`src/rtl/d2_mul_acc_if.sv`:
```
// Handshake/bus bundle for one d2_mul_acc neuron: command, input beat stream,
// and result stream. The master drives commands/beats and consumes results.
interface d2_mul_acc_if #(
  parameter int DATA_W = 16,
  parameter int LEN_W  = 10
);
  logic              start_i;
  logic [LEN_W-1:0]  len_i;
  logic [DATA_W-1:0] bias_i;
  logic              in_valid_i;
  logic              in_ready_o;
  logic [DATA_W-1:0] x_i;
  logic [DATA_W-1:0] w_i;
  logic              out_valid_o;
  logic              out_ready_i;
  logic [DATA_W-1:0] y_o;
  logic              sat_o;
  logic              busy_o;

  modport master (
    output start_i, len_i, bias_i, in_valid_i, x_i, w_i, out_ready_i,
    input  in_ready_o, out_valid_o, y_o, sat_o, busy_o
  );

  modport slave (
    input  start_i, len_i, bias_i, in_valid_i, x_i, w_i, out_ready_i,
    output in_ready_o, out_valid_o, y_o, sat_o, busy_o
  );
endinterface

```
`src/rtl/d2_mul_acc.sv`:
```
// Pipelined fixed-point dot-product neuron: product register, guard-bit
// accumulator, then bias add, round half up, arithmetic shift and saturate.
module d2_mul_acc #(
  parameter int DATA_W  = 16,
  parameter int FRAC_W  = 8,
  parameter int LEN_W   = 10,
  parameter int GUARD_W = 8
) (
  input  logic           clk,
  input  logic           rst_n,
  d2_mul_acc_if.slave    bus
);
  localparam int PROD_W = 2 * DATA_W;
  localparam int ACC_W  = PROD_W + GUARD_W;

  typedef enum logic [1:0] {IDLE, ACC, DRAIN, OUT} state_t;

  state_t                    state, state_nxt;
  logic [LEN_W-1:0]          len_q;
  logic [DATA_W-1:0]         bias_q;
  logic [LEN_W-1:0]          count;
  logic [LEN_W-1:0]          count_nxt;
  logic signed [PROD_W-1:0]  prod_q;
  logic                      prod_vld;
  logic signed [ACC_W-1:0]   acc;
  logic                      drain_cnt;
  logic [DATA_W-1:0]         y_q;
  logic                      sat_q;

  logic                      room;
  logic                      accept;
  logic                      drain_done;
  logic signed [ACC_W-1:0]   bias_ext;
  logic signed [ACC_W-1:0]   rounded;
  logic signed [ACC_W-1:0]   shifted;
  logic [DATA_W-1:0]         y_fin;
  logic                      sat_fin;

  localparam logic signed [ACC_W-1:0] HALF  = ACC_W'(1) <<< (FRAC_W - 1);
  localparam logic signed [ACC_W-1:0] Y_MAX =
    {{(ACC_W-DATA_W+1){1'b0}}, {(DATA_W-1){1'b1}}};
  localparam logic signed [ACC_W-1:0] Y_MIN =
    {{(ACC_W-DATA_W+1){1'b1}}, {(DATA_W-1){1'b0}}};

  assign room       = (count < len_q);
  assign accept     = (state == ACC) && bus.in_valid_i && room;
  assign count_nxt  = count + LEN_W'(accept);
  assign drain_done = (state == DRAIN) && drain_cnt;

  // Final step on the fully drained accumulator: bias aligned to the
  // product's binary point, +half LSB, floor shift, clip to DATA_W.
  always_comb begin
    bias_ext = ACC_W'($signed(bias_q));
    rounded  = acc + (bias_ext <<< FRAC_W) + HALF;
    shifted  = rounded >>> FRAC_W;
    y_fin    = shifted[DATA_W-1:0];
    sat_fin  = 1'b0;
    if (shifted > Y_MAX) begin
      y_fin   = Y_MAX[DATA_W-1:0];
      sat_fin = 1'b1;
    end else if (shifted < Y_MIN) begin
      y_fin   = Y_MIN[DATA_W-1:0];
      sat_fin = 1'b1;
    end
  end

  // Next-state logic; ACC exits as soon as the last needed beat is taken
  // (or immediately for a zero-length vector) so DRAIN flushes both stages.
  always_comb begin
    state_nxt = state;
    case (state)
      IDLE:  if (bus.start_i) state_nxt = ACC;
      ACC:   if (count_nxt == len_q) state_nxt = DRAIN;
      DRAIN: if (drain_cnt) state_nxt = OUT;
      OUT:   if (bus.out_ready_i) state_nxt = IDLE;
      default: state_nxt = IDLE;
    endcase
  end

  // State register.
  always_ff @(posedge clk) begin
    if (!rst_n) state <= IDLE;
    else        state <= state_nxt;
  end

  // Command latch, beat counter and drain timer.
  always_ff @(posedge clk) begin
    if (!rst_n) begin
      len_q     <= '0;
      bias_q    <= '0;
      count     <= '0;
      drain_cnt <= 1'b0;
    end else begin
      if (state == IDLE && bus.start_i) begin
        len_q  <= bus.len_i;
        bias_q <= bus.bias_i;
        count  <= '0;
      end else begin
        count <= count_nxt;
      end
      drain_cnt <= (state == DRAIN) ? ~drain_cnt : 1'b0;
    end
  end

  // Stage 1: full-width signed product of the accepted beat.
  always_ff @(posedge clk) begin
    if (!rst_n) begin
      prod_q   <= '0;
      prod_vld <= 1'b0;
    end else begin
      prod_vld <= accept;
      if (accept) prod_q <= $signed(bus.x_i) * $signed(bus.w_i);
    end
  end

  // Stage 2: guard-bit accumulator, cleared on every new start.
  always_ff @(posedge clk) begin
    if (!rst_n) begin
      acc <= '0;
    end else if (state == IDLE && bus.start_i) begin
      acc <= '0;
    end else if (prod_vld) begin
      acc <= acc + ACC_W'(prod_q);
    end
  end

  // Result register, loaded once at the end of DRAIN and held through OUT.
  always_ff @(posedge clk) begin
    if (!rst_n) begin
      y_q   <= '0;
      sat_q <= 1'b0;
    end else if (drain_done) begin
      y_q   <= y_fin;
      sat_q <= sat_fin;
    end
  end

  assign bus.in_ready_o  = (state == ACC) && room;
  assign bus.out_valid_o = (state == OUT);
  assign bus.busy_o      = (state != IDLE);
  assign bus.y_o         = y_q;
  assign bus.sat_o       = sat_q;
endmodule

```
`src/flat_wrapper.sv`:
```
// flat-port wrapper written by rule: the top's interface ports become plain ports
module d2_mul_acc_flat 
#(
  parameter int DATA_W  = 16,
  parameter int FRAC_W  = 8,
  parameter int LEN_W   = 10,
  parameter int GUARD_W = 8
)
  (clk, rst_n, bus_start_i, bus_len_i, bus_bias_i, bus_in_valid_i, bus_x_i, bus_w_i, bus_out_ready_i, bus_in_ready_o, bus_out_valid_o, bus_y_o, bus_sat_o, bus_busy_o);
  d2_mul_acc_if #(.DATA_W(DATA_W), .LEN_W(LEN_W)) bus_i ();
  input  logic clk;
  input  logic rst_n;
  input wire logic [$bits(bus_i.start_i)-1:0] bus_start_i;
  input wire logic [$bits(bus_i.len_i)-1:0] bus_len_i;
  input wire logic [$bits(bus_i.bias_i)-1:0] bus_bias_i;
  input wire logic [$bits(bus_i.in_valid_i)-1:0] bus_in_valid_i;
  input wire logic [$bits(bus_i.x_i)-1:0] bus_x_i;
  input wire logic [$bits(bus_i.w_i)-1:0] bus_w_i;
  input wire logic [$bits(bus_i.out_ready_i)-1:0] bus_out_ready_i;
  output wire logic [$bits(bus_i.in_ready_o)-1:0] bus_in_ready_o;
  output wire logic [$bits(bus_i.out_valid_o)-1:0] bus_out_valid_o;
  output wire logic [$bits(bus_i.y_o)-1:0] bus_y_o;
  output wire logic [$bits(bus_i.sat_o)-1:0] bus_sat_o;
  output wire logic [$bits(bus_i.busy_o)-1:0] bus_busy_o;
  assign bus_i.start_i = bus_start_i;
  assign bus_i.len_i = bus_len_i;
  assign bus_i.bias_i = bus_bias_i;
  assign bus_i.in_valid_i = bus_in_valid_i;
  assign bus_i.x_i = bus_x_i;
  assign bus_i.w_i = bus_w_i;
  assign bus_i.out_ready_i = bus_out_ready_i;
  assign bus_in_ready_o = bus_i.in_ready_o;
  assign bus_out_valid_o = bus_i.out_valid_o;
  assign bus_y_o = bus_i.y_o;
  assign bus_sat_o = bus_i.sat_o;
  assign bus_busy_o = bus_i.busy_o;
  d2_mul_acc #(.DATA_W(DATA_W), .FRAC_W(FRAC_W), .LEN_W(LEN_W), .GUARD_W(GUARD_W)) u_core (.clk(clk), .rst_n(rst_n), .bus(bus_i));
endmodule
```
`config.mk`:
```
export PLATFORM = sky130hd
export DESIGN_NAME = d2_mul_acc_flat
export DESIGN_NICKNAME = d
export VERILOG_FILES = /design/src/rtl/d2_mul_acc_if.sv /design/src/rtl/d2_mul_acc.sv /design/src/flat_wrapper.sv
export SDC_FILE = /design/constraint.sdc
export NUM_CORES = 1
export LEC_CHECK = 0
export ABC_AREA = 1
export CORE_ASPECT_RATIO = 1.4
export CORE_MARGIN = 2
export CORE_UTILIZATION = 55
export DETAILED_ROUTE_END_ITERATION = 16
export PLACE_DENSITY = 0.73
export SLEW_MARGIN = 10
export SYNTH_ARGS = -nofsm -noshare
export SYNTH_HDL_FRONTEND = slang
export SYNTH_SLANG_ARGS = --single-unit
```
`constraint.sdc`:
```
create_clock -name clk -period 10 [get_ports clk]
set_input_delay 2 -clock clk [delete_from_list [all_inputs] [get_ports clk]]
set_output_delay 2 -clock clk [all_outputs]
set_load 0.03 [all_outputs]
```
### After elaboration in Yosys (flattened, before gate mapping)

Index checks and enable logic that the tools add are counted.

| cells by class | value |
|---|---|
| add/sub/neg operators | 4 |
| multipliers | 1 |
| magnitude comparators | 3 |
| equality and inequality tests | 8 |
| mux-type cells | 9 |
| bitwise gates (word level) | 2 |
| reduce and logical (&&, ||, !) cells | 10 |

Operator list:

| kind | number |
|---|---|
| 40-bit by 24-bit adder with 40-bit output | 1 |
| 40-bit by 32-bit adder with 40-bit output | 1 |
| 40-bit by 9-bit adder with 40-bit output, second input constant | 1 |
| 32-bit by 16-bit > comparator with 1-bit output, second input constant | 1 |
| 32-bit by 16-bit < comparator with 1-bit output, second input constant | 1 |
| 16-bit by 16-bit multiplier with 32-bit output | 1 |
| 16-bit two-way mux | 2 |
| 10-bit by 1-bit adder with 10-bit output | 1 |
| 10-bit equality test | 1 |
| 10-bit < comparator | 1 |
| 2-bit two-way mux | 4 |
| 2-bit case mux with 4 select lines | 1 |
| 2-bit != test, second input constant | 3 |
| 1-bit logical AND | 5 |
| 2-bit equality test, second input constant | 2 |
| 4-bit AND reduction | 1 |
| 2-bit by 1-bit equality test with 1-bit output, second input constant | 1 |
| 2-bit logical NOT | 1 |
| 1-bit two-way mux | 2 |
| 2-bit by 1-bit != test with 1-bit output, second input constant | 1 |
| 1-bit NOT | 2 |
| 2-bit AND reduction | 1 |
| 2-bit nonzero test | 1 |
| 2-bit OR reduction | 1 |

| storage, ports and cells | value |
|---|---|
| register bits | 129 |
| output and inout bits | 20 |
| word-level logic and storage cells | 47 |

### Longest topological paths before layout

| logic depth | value |
|---|---|
| word-level depth | 7 |
| depth in mapped cells | 31 |
| depth with buffers taken out | 29 |

### Least setup slack after synthesis

Ideal clock, no wire load.

| path | value |
|---|---|
| path kind | in2reg |
| start point | in bus_x_i[5] |
| end point | reg u_core.prod_q[25] |
| setup time | 0.056 ns |
| arrival time | 7.568 ns |
| required time | 9.944 ns |
| setup slack | 2.377 ns |
| stages | 25 |
| path buffers | 2 |
| cells stage by stage | clkbuf_1 -> clkbuf_1 -> nand2_1 -> fa_1 -> inv_1 -> fa_1 -> inv_1 -> fa_1 -> inv_1 -> fa_1 -> fa_1 -> inv_1 -> fa_1 -> inv_1 -> ha_1 -> a21o_1 -> a21oi_1 -> nand3_1 -> a21oi_1 -> o21ai_0 -> a21o_1 -> or2_2 -> nand3_1 -> nand2_1 -> inv_1 |

| between the ends | value |
|---|---|
| word-level cells in the longest chain between the ends | 1 |

Ends and longest elaborated chain:

| element | line | text |
|---|---|---|
| start, declared | flat_wrapper.sv:17 | `input wire logic [$bits(bus_i.x_i)-1:0] bus_x_i;` |
| 16-bit by 16-bit multiplier with 32-bit output | d2_mul_acc.sv:112 | `if (accept) prod_q <= $signed(bus.x_i) * $signed(bus.w_i);` |
| end signal, assigned | d2_mul_acc.sv:112 |  |
| end, declared | d2_mul_acc.sv:23 | `logic signed [PROD_W-1:0] prod_q;` |

Every way passes these cells.
A chain may end at the register's enable or synchronous reset.

### Final worst setup path

| path | value |
|---|---|
| start point | in bus_w_i[1] |
| end point | reg u_core.prod_q[28] |

| between the ends | value |
|---|---|
| word-level cells in the longest chain between the ends | 1 |

Ends and longest elaborated chain:

| element | line | text |
|---|---|---|
| start, declared | flat_wrapper.sv:18 | `input wire logic [$bits(bus_i.w_i)-1:0] bus_w_i;` |
| 16-bit by 16-bit multiplier with 32-bit output | d2_mul_acc.sv:112 |  |

Every way passes these cells.

==> out/results.md <==
| Parameter | Value |
|:---|:---|
| Average via count per standard cell | 5.31 |
| Initial antenna violation count | 0 |
| Sum Neg Setup Slack | 0 ps |
| Chain of cells forming the critical path | clkdlybuf4s50_1 -> nand2_1 -> inv_1 -> fa_1 -> fa_1 -> inv_1 -> fa_1 -> fa_1 -> fa_1 -> fa_1 -> inv_1 -> ha_1 -> nand2_1 -> nor2_1 -> inv_1 -> nor3_1 -> o21ai_0 -> nand4_1 -> nand3_1 -> o211ai_1 -> inv_1 |
| Longest Clk Path Bufs | 2 |
| Post-Syn Instances | 2,958 |
| CTS tree | built |
| Total power | 8.21 mW |
| Kind of critical path | input port to flip-flop |
| Layout net count | 3,475 |
| Standard cell core area | 37,300 um^2 |
| Launching element type of the critical path | input port |
| Post-synthesis sequential area ratio | 0.125 |
| Largest clock skew in the final design | 11.8 ps |
| Die Footprint | 39,100 um^2 |
| Final standard cell utilization of the core | 0.599 |
| Number of placed cells counting well taps | 3,434 |
| Worst skew pair latency | 450 ps |
| Drt initial violations | 925 |
| Largest net degree at the start of global routing | 70 |
| Reported leakage power | 12.3 nW |
| Transition time at the pin with the least slew margin | 1130 ps |
| Post-route insts no fill | 3,466 |
| Dominant register cell in the synthesized netlist | sky130_fd_sc_hd__dfxtp_1 |
| CP max FO | 16 |
| Yosys top cell by area | sky130_fd_sc_hd__fa_1 |
| Worst setup margin | 1340 ps |
| Die Span X | 168 um |
| ANT cells | 0 |
| DRC viols | 0 |
| Number of CTS-inserted buffers | 17 |
| Cell family contributing the most delay on the critical path | adder cells |
| Clock-pin slew on the worst setup and hold paths | 70 ps |
| Area share of the leading cell type in the synthesized netlist | 0.256 |
| Final estimated routing congestion in global placement | 1.03 |
| Most Frequent Cell on Critical Path | sky130_fd_sc_hd__fa_1 |
| Total global-route track usage | 0.326 |
| Worst path slowest cell | sky130_fd_sc_hd__clkdlybuf4s50_1 |
| Total of endpoints with negative setup slack in the final report | 0 |
| Max rail drop VDD | 0.000305 V |
| Maximum clock frequency | 115 MHz |
| Net count after synthesis | 3,453 |
| Start point of the critical path | bus_w_i[1] |
| Count of buffers from port buffering | 82 |
| Post-route fraction of the period consumed by the critical path | 0.866 |
| Final Hold Vio Count | 0 |
| Worst slack at placement | 976 ps |
| Ratio of cells with drive above 1 in the final layout | 0.0441 |
| Count of synthesis-stage warnings from yosys | 0 |
| Unrepaired setup endpoints after global routing | no |
| Number of setup buffers added after CTS | 0 |
| Relative slew margins | 0.244 |
| FFs w/ async S/R, synth | 0 |
| Routed Antenna Nets | 0 |
| Biggest cell delay along the critical path | 950 ps |
| Post-DP HPWL | 52.4 mm |
| Number of fill cells | 3,569 |
| Post-Syn Area per Cell | 6.98 um^2 |
| TritonCTS sink count | 129 |
| Data arrival at the endpoint of the critical path | 8990 ps |
| Final Max Tran Viols | 0 |
| Via count of the first global-routing pass | 19,400 |
| Rows | 84 |
| Element type at the critical path end | flip-flop |
| First-pass detailed-route iteration total | 5 |
| Source of the worst hold timing path | u_core.acc[39]$_SDFFE_PP0P_ |
| Hold Slack | 478 ps |
| Final design area excluding fillers | 22,400 um^2 |
| Area Overhead vs Synth | 8.31% |
| Cell area after placement | 21,800 um^2 |
| Master cell of the clock root buffer | sky130_fd_sc_hd__clkbuf_16 |
| Yosys cell types | 47 |
| GRT Residual Overflow | 0 |
| Critical path buffer and inverter count | 6 |
| First-pass GRT wire length | 98.6 mm |
| Number of enable-type register cells in the synthesized netlist | 0 |
| Count of maximum capacitance violations | 0 |
| Worst Reg2Reg Path Length in Cells | 21 |
| Chip height | 233 um |
| Number of top-level pins | 83 |
| Starting density of the core | 0.553 |
| Worst path depth | 21 |
| Top cells by area, synth | sky130_fd_sc_hd__fa_1, sky130_fd_sc_hd__inv_1, sky130_fd_sc_hd__dfxtp_1, sky130_fd_sc_hd__nand2_1, sky130_fd_sc_hd__ha_1 |
| Total length of routed wires | 62.0 mm |
| Tightest Hold Check Type | flip-flop to flip-flop |
| Post-synthesis instance area | 20,600 um^2 |
| Average wire per cell in the routed design | 17.9 um |
| Number of vias after detailed routing | 18,400 |
| Status | finished clean |
| Startpoint of the worst register-to-register path | u_core.count[7]$_SDFF_PP0_ |
| Number of flip-flops and latches in the synthesized netlist | 129 |
| Hold Buf Count CTS | 0 |
| P per Cell Area | 367 nW/um^2 |
| Quantity of gates resized following cts | 0 |
| Required time of the worst setup path | 10,330 ps |
| Min-Delay Path Depth | 2 |
| Min cycle time layout | 8660 ps |
| Level count of the clock H-tree | 4 |
[path summary, 6_finish.rpt]
path | end | slack (ps)
setup / recovery | u_core.prod_q[28]$_SDFFE_PN0P_ | 1340
hold / removal | u_core.acc[39]$_SDFFE_PP0P_ | 480
setup reg to reg | u_core.state[1]$_SDFFE_PN0P_ | 5600
hold reg to reg | u_core.acc[39]$_SDFFE_PP0P_ | 480
[where the power goes]
part           total (mW)  switching, mW  internal, mW
logic                6.91           4.38          2.53
clock network       0.621          0.288         0.333
registers           0.675         0.0760         0.599
total                8.21           4.74          3.47
[layout by cell type, fill, tap and decap left out, drive strengths merged, types with 6 or more instances in the layout]
master         netlist  final
inv                716    725
nand2              659    659
nor2               275    275
fa                 264    264
ha                 168    168
o21ai              155    155
a21oi              155    155
dfxtp              129    129
nand3               98     98
clkdlybuf4s50        0     81
xor2                52     52
nand4               32     32
xnor2               24     24
o211ai              18     18
or2                 18     18
o21bai              17     17
clkbuf              82     17
nor3                14     14
a21o                12     12
buf                  7     11
and2                 9      9
a31oi                8      8
o21a                 6      6
nor4                 6      6
a221oi               6      6
clkinv               3      6
[worst min-delay path: cells and delay by family (launching register included)]
kind	cells	cell delay, ps
DFF	1	320
AOI/OAI and AO/OA	1	50
buffers and inverters	1	60
[routing by layer]
metal | track usage | vias up | part of all wire
met5 | 0 | - | 0
met4 | 0.242 | 0 | 0.084
met3 | 0.0329 | 227 | 0.034
met2 | 0.641 | 529 | 0.53
met1 | 0.312 | 8652 | 0.35
li1 | - | 9000 | -
[synthesized netlist by cell type (9+ instances only)]
cell,count
sky130_fd_sc_hd__or2_2,18
sky130_fd_sc_hd__o21ai_0,153
sky130_fd_sc_hd__o21bai_1,17
sky130_fd_sc_hd__nand2_1,637
sky130_fd_sc_hd__a21o_1,12
sky130_fd_sc_hd__nand3_1,94
sky130_fd_sc_hd__nor2_2,15
sky130_fd_sc_hd__clkbuf_1,82
sky130_fd_sc_hd__o211ai_1,18
sky130_fd_sc_hd__nand2_2,21
sky130_fd_sc_hd__a21oi_1,144
sky130_fd_sc_hd__xnor2_1,24
sky130_fd_sc_hd__fa_1,264
sky130_fd_sc_hd__nor3_1,13
sky130_fd_sc_hd__inv_1,709
sky130_fd_sc_hd__xor2_1,51
sky130_fd_sc_hd__a21oi_2,10
sky130_fd_sc_hd__nor2_1,255
sky130_fd_sc_hd__ha_1,168
sky130_fd_sc_hd__and2_1,9
sky130_fd_sc_hd__nand4_1,31
sky130_fd_sc_hd__dfxtp_1,129
[area by class of cell]
type | count | area, um^2 | area share
clock buffers | 17 | 425 | 0.0190
clock inverters | 15 | 160 | 0.00716
inverters | 719 | 2700 | 0.121
multi-input cells | 2021 | 15000 | 0.671
flip-flops and latches | 129 | 2580 | 0.116
well taps | 473 | 592 | 0.0265
repair buffers | 92 | 891 | 0.0398
[kinds of logic (layout without fill, tap and decap cells)]
kind of cell | after synthesis | count (layout) | share of synthesized area
AO/OA/AOI/OAI | 394 | 394 | 0.109
XOR/XNOR | 76 | 76 | 0.0326
adder cells (fa/ha/maj) | 432 | 432 | 0.358
buffers and inverters | 808 | 843 | 0.148
flip-flops | 129 | 129 | 0.125
AND/OR/NAND/NOR | 1119 | 1119 | 0.228
[registers in the layout (all words and copies together) (netlist names), 2 cells and up]
name            cells
u_core.len_q       10
u_core.state        2
u_core.prod_q      32
u_core.bias_q      16
u_core.bus.y_o     16
u_core.acc         40
u_core.count       10
Note: power is estimated with default switching activity, not from simulation.
